[src/rtl/stage_wb.sv]
// Writeback/commit stage: retires one TLWB bundle per cycle. It commits
// register writes, turns jumps/taken branches/iret into fetch redirects, takes
// TLB-miss and privilege exceptions, performs TLB fills, and keeps per-thread
// privilege and exception registers. A per-thread squash filter discards
// wrong-path instructions still in flight after a redirect.

package common;
  localparam int n_threads = 4;
  typedef enum logic [1:0] {
    TLBW_NONE = 2'd0,
    TLBW_ITLB = 2'd1,
    TLBW_DTLB = 2'd2
  } tlbwrite_t;
  typedef logic [19:0] vpn_t;
  typedef logic [19:0] ppn_t;
endpackage

module stage_wb
  import common::*;
#(
  parameter int          N_THREADS  = n_threads,
  parameter logic [31:0] EXC_VECTOR = 32'h0000_2000,
  localparam int         TW         = $clog2(N_THREADS)
) (
  input  logic                   clk,
  input  logic                   rst,
  input  logic [TW-1:0]          wb_thread,
  input  logic                   wb_isvalid,
  input  logic                   wb_itlb_miss,
  input  logic                   wb_dtlb_miss,
  input  logic [4:0]             wb_dst,
  input  logic [31:0]            wb_pc,
  input  logic [31:0]            wb_r2,
  input  logic [31:0]            wb_data,
  input  logic [31:0]            wb_mul,
  input  logic                   wb_isequal,
  input  logic                   wb_flag_mul,
  input  logic                   wb_flag_reg,
  input  logic                   wb_flag_jump,
  input  logic                   wb_flag_branch,
  input  logic                   wb_flag_iret,
  input  tlbwrite_t              wb_flag_tlbwrite,
  output logic                   rf_wen,
  output logic [TW-1:0]          rf_thread,
  output logic [4:0]             rf_wdst,
  output logic [31:0]            rf_wdata,
  output logic                   redirect_en,
  output logic [TW-1:0]          redirect_thread,
  output logic [31:0]            redirect_pc,
  output logic                   itlb_write_en,
  output logic                   dtlb_write_en,
  output vpn_t                   tlb_write_vpn,
  output ppn_t                   tlb_write_ppn,
  output logic [N_THREADS-1:0]   mode,
  output logic [N_THREADS*32-1:0] rm0,
  output logic [N_THREADS*32-1:0] rm1,
  output logic [N_THREADS*32-1:0] rm2
);

  // Per-thread architectural and squash state
  logic        sq_active_q [N_THREADS];
  logic [31:0] sq_pc_q     [N_THREADS];
  logic        mode_q      [N_THREADS];
  logic [31:0] rm0_q       [N_THREADS];
  logic [31:0] rm1_q       [N_THREADS];
  logic [31:0] rm2_q       [N_THREADS];

  // Registered output ports
  logic          rf_wen_q, rf_wen_d;
  logic [TW-1:0] rf_thread_q, rf_thread_d;
  logic [4:0]    rf_wdst_q, rf_wdst_d;
  logic [31:0]   rf_wdata_q, rf_wdata_d;
  logic          redirect_en_q, redirect_en_d;
  logic [TW-1:0] redirect_thread_q, redirect_thread_d;
  logic [31:0]   redirect_pc_q, redirect_pc_d;
  logic          itlb_write_en_q, itlb_write_en_d;
  logic          dtlb_write_en_q, dtlb_write_en_d;
  vpn_t          tlb_write_vpn_q, tlb_write_vpn_d;
  ppn_t          tlb_write_ppn_q, tlb_write_ppn_d;

  // Decode of the incoming bundle
  logic        pc_match;
  logic        sq_release;
  logic        live;
  logic        priv_fault;
  logic        take_exc;
  logic        commit;
  logic        do_iret;
  logic        do_branch;
  logic        redir;
  logic [31:0] redir_target;
  logic [31:0] exc_cause;
  logic [31:0] exc_addr;

  // Classify the bundle: squash filter, exception priority, commit actions
  always_comb begin
    pc_match     = (wb_pc == sq_pc_q[wb_thread]);
    sq_release   = sq_active_q[wb_thread] & pc_match;
    live         = ~(sq_active_q[wb_thread] & ~pc_match)
                 & (wb_isvalid | wb_itlb_miss | wb_dtlb_miss);
    priv_fault   = (wb_flag_iret | (wb_flag_tlbwrite != TLBW_NONE))
                 & ~mode_q[wb_thread];
    take_exc     = live & (wb_itlb_miss | wb_dtlb_miss | priv_fault);
    commit       = live & ~take_exc;
    do_iret      = commit & wb_flag_iret;
    do_branch    = commit & (wb_flag_jump | (wb_flag_branch & wb_isequal));
    redir        = take_exc | do_iret | do_branch;
    exc_cause    = 32'd3;
    exc_addr     = wb_pc;
    if (wb_itlb_miss) begin
      exc_cause = 32'd1;
      exc_addr  = wb_pc;
    end else if (wb_dtlb_miss) begin
      exc_cause = 32'd2;
      exc_addr  = wb_data;
    end
    // iret takes precedence over a jump flag should both ever be decoded
    if (take_exc)     redir_target = EXC_VECTOR;
    else if (do_iret) redir_target = rm0_q[wb_thread];
    else              redir_target = wb_data;
  end

  // Next values of the output ports; data fields read zero when idle
  always_comb begin
    rf_wen_d          = commit & wb_flag_reg;
    rf_thread_d       = '0;
    rf_wdst_d         = '0;
    rf_wdata_d        = '0;
    redirect_en_d     = redir;
    redirect_thread_d = '0;
    redirect_pc_d     = '0;
    itlb_write_en_d   = commit & (wb_flag_tlbwrite == TLBW_ITLB);
    dtlb_write_en_d   = commit & (wb_flag_tlbwrite == TLBW_DTLB);
    tlb_write_vpn_d   = '0;
    tlb_write_ppn_d   = '0;
    if (rf_wen_d) begin
      rf_thread_d = wb_thread;
      rf_wdst_d   = wb_dst;
      rf_wdata_d  = wb_flag_mul ? wb_mul : wb_data;
    end
    if (redir) begin
      redirect_thread_d = wb_thread;
      redirect_pc_d     = redir_target;
    end
    if (itlb_write_en_d | dtlb_write_en_d) begin
      tlb_write_vpn_d = wb_r2[31:12];
      tlb_write_ppn_d = wb_data[$bits(ppn_t)-1:0];
    end
  end

  // Output port registers
  always_ff @(posedge clk) begin
    if (!rst) begin
      rf_wen_q          <= 1'b0;
      rf_thread_q       <= '0;
      rf_wdst_q         <= '0;
      rf_wdata_q        <= '0;
      redirect_en_q     <= 1'b0;
      redirect_thread_q <= '0;
      redirect_pc_q     <= '0;
      itlb_write_en_q   <= 1'b0;
      dtlb_write_en_q   <= 1'b0;
      tlb_write_vpn_q   <= '0;
      tlb_write_ppn_q   <= '0;
    end else begin
      rf_wen_q          <= rf_wen_d;
      rf_thread_q       <= rf_thread_d;
      rf_wdst_q         <= rf_wdst_d;
      rf_wdata_q        <= rf_wdata_d;
      redirect_en_q     <= redirect_en_d;
      redirect_thread_q <= redirect_thread_d;
      redirect_pc_q     <= redirect_pc_d;
      itlb_write_en_q   <= itlb_write_en_d;
      dtlb_write_en_q   <= dtlb_write_en_d;
      tlb_write_vpn_q   <= tlb_write_vpn_d;
      tlb_write_ppn_q   <= tlb_write_ppn_d;
    end
  end

  assign rf_wen          = rf_wen_q;
  assign rf_thread       = rf_thread_q;
  assign rf_wdst         = rf_wdst_q;
  assign rf_wdata        = rf_wdata_q;
  assign redirect_en     = redirect_en_q;
  assign redirect_thread = redirect_thread_q;
  assign redirect_pc     = redirect_pc_q;
  assign itlb_write_en   = itlb_write_en_q;
  assign dtlb_write_en   = dtlb_write_en_q;
  assign tlb_write_vpn   = tlb_write_vpn_q;
  assign tlb_write_ppn   = tlb_write_ppn_q;

  for (genvar gi = 0; gi < N_THREADS; gi++) begin : g_thread
    logic        sel;
    logic        sq_active_d;
    logic [31:0] sq_pc_d;
    logic        mode_d;
    logic [31:0] rm0_d;
    logic [31:0] rm1_d;
    logic [31:0] rm2_d;

    assign sel = (wb_thread == TW'(gi));

    // Thread-local next state; a redirect re-arms even if this instruction
    // just released the squash
    always_comb begin
      sq_active_d = sq_active_q[gi];
      sq_pc_d     = sq_pc_q[gi];
      mode_d      = mode_q[gi];
      rm0_d       = rm0_q[gi];
      rm1_d       = rm1_q[gi];
      rm2_d       = rm2_q[gi];
      if (sel) begin
        if (redir) begin
          sq_active_d = 1'b1;
          sq_pc_d     = redir_target;
        end else if (sq_release) begin
          sq_active_d = 1'b0;
        end
        if (take_exc) begin
          mode_d = 1'b1;
          rm0_d  = wb_pc;
          rm1_d  = exc_addr;
          rm2_d  = exc_cause;
        end else if (do_iret) begin
          mode_d = 1'b0;
        end
      end
    end

    // Thread-local state registers; threads boot in supervisor mode
    always_ff @(posedge clk) begin
      if (!rst) begin
        sq_active_q[gi] <= 1'b0;
        sq_pc_q[gi]     <= '0;
        mode_q[gi]      <= 1'b1;
        rm0_q[gi]       <= '0;
        rm1_q[gi]       <= '0;
        rm2_q[gi]       <= '0;
      end else begin
        sq_active_q[gi] <= sq_active_d;
        sq_pc_q[gi]     <= sq_pc_d;
        mode_q[gi]      <= mode_d;
        rm0_q[gi]       <= rm0_d;
        rm1_q[gi]       <= rm1_d;
        rm2_q[gi]       <= rm2_d;
      end
    end

    assign mode[gi]           = mode_q[gi];
    assign rm0[gi*32 +: 32]   = rm0_q[gi];
    assign rm1[gi*32 +: 32]   = rm1_q[gi];
    assign rm2[gi*32 +: 32]   = rm2_q[gi];
  end

endmodule

[config.mk]
export PLATFORM = sky130hd
export DESIGN_NAME = stage_wb
export DESIGN_NICKNAME = d
export VERILOG_FILES = /design/src/rtl/stage_wb.sv
export SDC_FILE = /design/constraint.sdc
export NUM_CORES = 1
export LEC_CHECK = 0
export ABC_AREA = 1
export BUFFER_PORTS_ARGS = -buffer_cell sky130_fd_sc_hd__buf_2
export CAP_MARGIN = 10
export CORE_MARGIN = 1
export CORE_UTILIZATION = 30
export DETAILED_ROUTE_END_ITERATION = 8
export PLACE_DENSITY = 0.53
export SLEW_MARGIN = 20
export SYNTH_ARGS = -nofsm -noshare
export SYNTH_HDL_FRONTEND = slang
export SYNTH_SLANG_ARGS = --single-unit
[constraint.sdc]
create_clock -name clk -period 16.8 [get_ports clk]
set_input_delay 3.36 -clock clk [delete_from_list [all_inputs] [get_ports clk]]
set_output_delay 3.36 -clock clk [all_outputs]
set_load 0.03 [all_outputs]
==> impl_metrics.toml <==
[clocking]
h-tree-depth = 2
hold_buffers = 0
clock_net_sink_count = 517
cts_max_path_buffers = 3
clkSlewWorstSetupHoldPaths_ps = 60
clockRootBuffer = "sky130_fd_sc_hd__clkbuf_16"
clk_latency_worst_skew_pair_ps = 640
cts_buffers = 59
post_cts_resized = 0
cts_post_setup_buffers_inserted = 0
tritoncts_clock_tree = "built"

[power_and_ir_drop]
cellLeakagePower_nw = 13.0
power.ir.vdd_worst_mv = 0.0778
ratio_of_total_power_to_cell_area_nw_per_um2 = 119

[grt]
groute.usage.overall_pct = 23.9
grt.overflow.total = 0
pin_count_of_the_biggest_net_entering_global_routing = 105
wire_length_of_the_first_global_routing_pass_microns = 127000
first_global_vias = 17300
antenna_found_initial = 34

[setup_path]
worstSetupStartpointType = "input port"
worst_ep_required_time_ps = 17030
timing_worst_setup_path_type = "input port to flip-flop"
critical_path_arrival_ps = 8440
maximum_fanout_count_along_the_critical_path = 35
kind_of_end_point_of_the_critical_path = "flip-flop"

[sta]
worst_slew_pin_slew_ps = 1140
clock-skew-final_ps = 31.1
max_slew_margin_pct = 23.2
timing.final.ws_setup_ps = 8590
fin_setup_tns_ps = 0
hold_viol = 0
achievable-frequency_mhz = 122
rsz0062_at_grt = "false"
timing_max_transition_violations_final = 0
final.period_utilization_pct = 48.9
finalSetupViolCount = 0
finalCriticalPeriod_ps = 8210

[drt]
wirelength_microns = 92700
detail_route.vias_per_cell = 4.64
drt_iter0_drc = 1604
drt.antenna.violating_nets = 0
post_route_drc_violation_count = 0
routed-via-count = 19600
detailedRoute.firstPassIterationCount = 6
wl_per_cell_microns = 22.0

[finish]
multi_input_comb_area_sq_um = 7530
nNetsFinal = 3355
filler_cell_count = 7640
register_area_sq_um = 11700
share_of_cells_above_drive_strength_1_pct = 20.4
final_core_utilization_pct = 37.1
mostFrequentLayoutCell = "sky130_fd_sc_hd__buf_2"
area.growth.synth_to_final_pct = 21.6
instances_no_fill = 4211
mostFrequentLayoutCells = "sky130_fd_sc_hd__buf_2, sky130_fd_sc_hd__nand2_1, sky130_fd_sc_hd__inv_1"

[outcome]
status = "complete, no violations"

[yosys]
postSynthCellCount = 2768
synth_sequential_area_ratio_pct = 53.2
post_synth.cell_area_avg_sq_um = 7.93
synthDistinctLibCells = 28
synth_warnings = 0
syn_area_sq_um = 21900
ys_ff_latch = 517

[floorplan]
start_util_pct = 30.5
dieHeight_microns = 272
placement_rows = 98
floorplan.die.width_microns = 272
coreArea_sq_um = 72000
io_pins = 653
die_area_sq_um = 74200

[place]
number_of_placed_cells_counting_well_taps = 4095
gp_congestion = 0.865
io_buffer_count = 520
dp_worst_setup_slack_ps = 7980
dp.final_hpwl_microns = 66600

[job]
cap_viol_max_count = 0

[worst_hold_path]
min-delay-path-class = "flip-flop to flip-flop"
[stage by stage]
step	hold slack [ps]	cell area [sq um]	power, mW
floorplan	468	22400	1.74
global placement	430	24700	1.90
detailed placement	433	24700	1.90
CTS	443	26600	3.20
global route	456	26700	3.29
finish	441	26700	3.17
[final cells by class]
type | instances | area share, %
inverter | 400 | 5.63
timing repair buffer | 548 | 10.6
clock inverter | 24 | 0.713
tap | 950 | 4.46
antenna | 5 | 0.0469
multi-input combinational | 1681 | 28.2
sequential | 517 | 43.7
clock buffer | 86 | 6.58
[worst max-delay path, cell delays in order]
cell and delay, ps:
sky130_fd_sc_hd__buf_2 80, sky130_fd_sc_hd__buf_4 410, sky130_fd_sc_hd__inv_2 390, sky130_fd_sc_hd__buf_4 340, sky130_fd_sc_hd__nor2_4 230, sky130_fd_sc_hd__buf_4 540, sky130_fd_sc_hd__a21oi_1 170, sky130_fd_sc_hd__nand2_1 90
sky130_fd_sc_hd__nand2_1 50, sky130_fd_sc_hd__nand2_1 60, sky130_fd_sc_hd__nand2_1 50, sky130_fd_sc_hd__nor2_1 90, sky130_fd_sc_hd__nand2_1 90, sky130_fd_sc_hd__nor2_1 130, sky130_fd_sc_hd__nand2_1 110, sky130_fd_sc_hd__a21oi_4 380
sky130_fd_sc_hd__nand2_1 140, sky130_fd_sc_hd__nand2_1 110, sky130_fd_sc_hd__nand2_2 190, sky130_fd_sc_hd__inv_1 210, sky130_fd_sc_hd__nand2_1 280, sky130_fd_sc_hd__nand2_2 870
[state kept, by name, summed over array words and instances, names as in the netlist]
| signal | count |
|---|---|
| rm0_q | 128 |
| rm1_q | 128 |
| sq_pc_q | 128 |
| redirect_pc | 32 |
| rf_wdata | 32 |
| tlb_write_ppn | 20 |
| tlb_write_vpn | 20 |
| rm2_q | 8 |
| rf_wdst | 5 |
| mode_q | 4 |
| sq_active_q | 4 |
| redirect_thread | 2 |
| rf_thread | 2 |
| dtlb_write_en | 1 |
| itlb_write_en | 1 |
| redirect_en | 1 |
| rf_wen | 1 |
[report_power, final]
part | internal, mW | switching, mW | leakage [nW] | total (mW)
logic | 0.113 | 0.390 | 7.46 | 0.503
registers | 1.34 | 0.0306 | 4.52 | 1.37
clock network | 0.741 | 0.552 | 0.969 | 1.29
total | 2.20 | 0.972 | 13.0 | 3.17
[path summary, 6_finish.rpt]
| kind | depth (start not counted) | startpoint | end | slack [ps] |
|---|---|---|---|---|
| max | 22 | wb_thread[1] | sq_pc_q[2][18] | 8590 |
| min | 2 | rm1_q[3][15] | rm1_q[3][15] | 440 |
| max reg2reg | 17 | sq_pc_q[0][1] | sq_pc_q[2][18] | 12840 |
| min reg2reg | 2 | rm1_q[3][15] | rm1_q[3][15] | 440 |
[layer usage]
| metal | share of wire (%) | vias to the layer above | GRT usage [%] |
|---|---|---|---|
| met3 | 10 | 147 | 7.56 |
| li1 | - | 9434 | - |
| met5 | 0.20 | - | 0 |
| met2 | 45 | 803 | 36.9 |
| met4 | 2.7 | 30 | 6.65 |
| met1 | 42 | 9140 | 31.8 |
[Yosys cell counts (all sizes together)]
cell,number,share of area (%)
a22oi,3,0.10
edfxtp,131,18
dfxtp,386,35
conb,1,0.017
a21oi,302,6.9
nor2,381,6.5
o2111ai,1,0.040
nand2,480,8.2
nand3b,19,0.65
nand3,32,0.73
clkbuf,106,1.8
a221oi,32,1.3
nand4,2,0.086
inv,400,6.8
o22ai,31,0.88
o221ai,1,0.040
buf,183,6.3
o21ai,273,6.2
and3,1,0.029
nor3,3,0.068
[logic make-up (layout without fill, tap and decap cells)]
kind of cell    after synthesis  in the layout  share of synthesized area, %
buf+inv                     689           1058                          15.0
simple gates                918            918                          16.3
other cells                   1            125                        0.0171
compound gates              643            643                          15.5
flops                       517            517                          53.2
No activity file was read; power rests on OpenSTA's default activity.
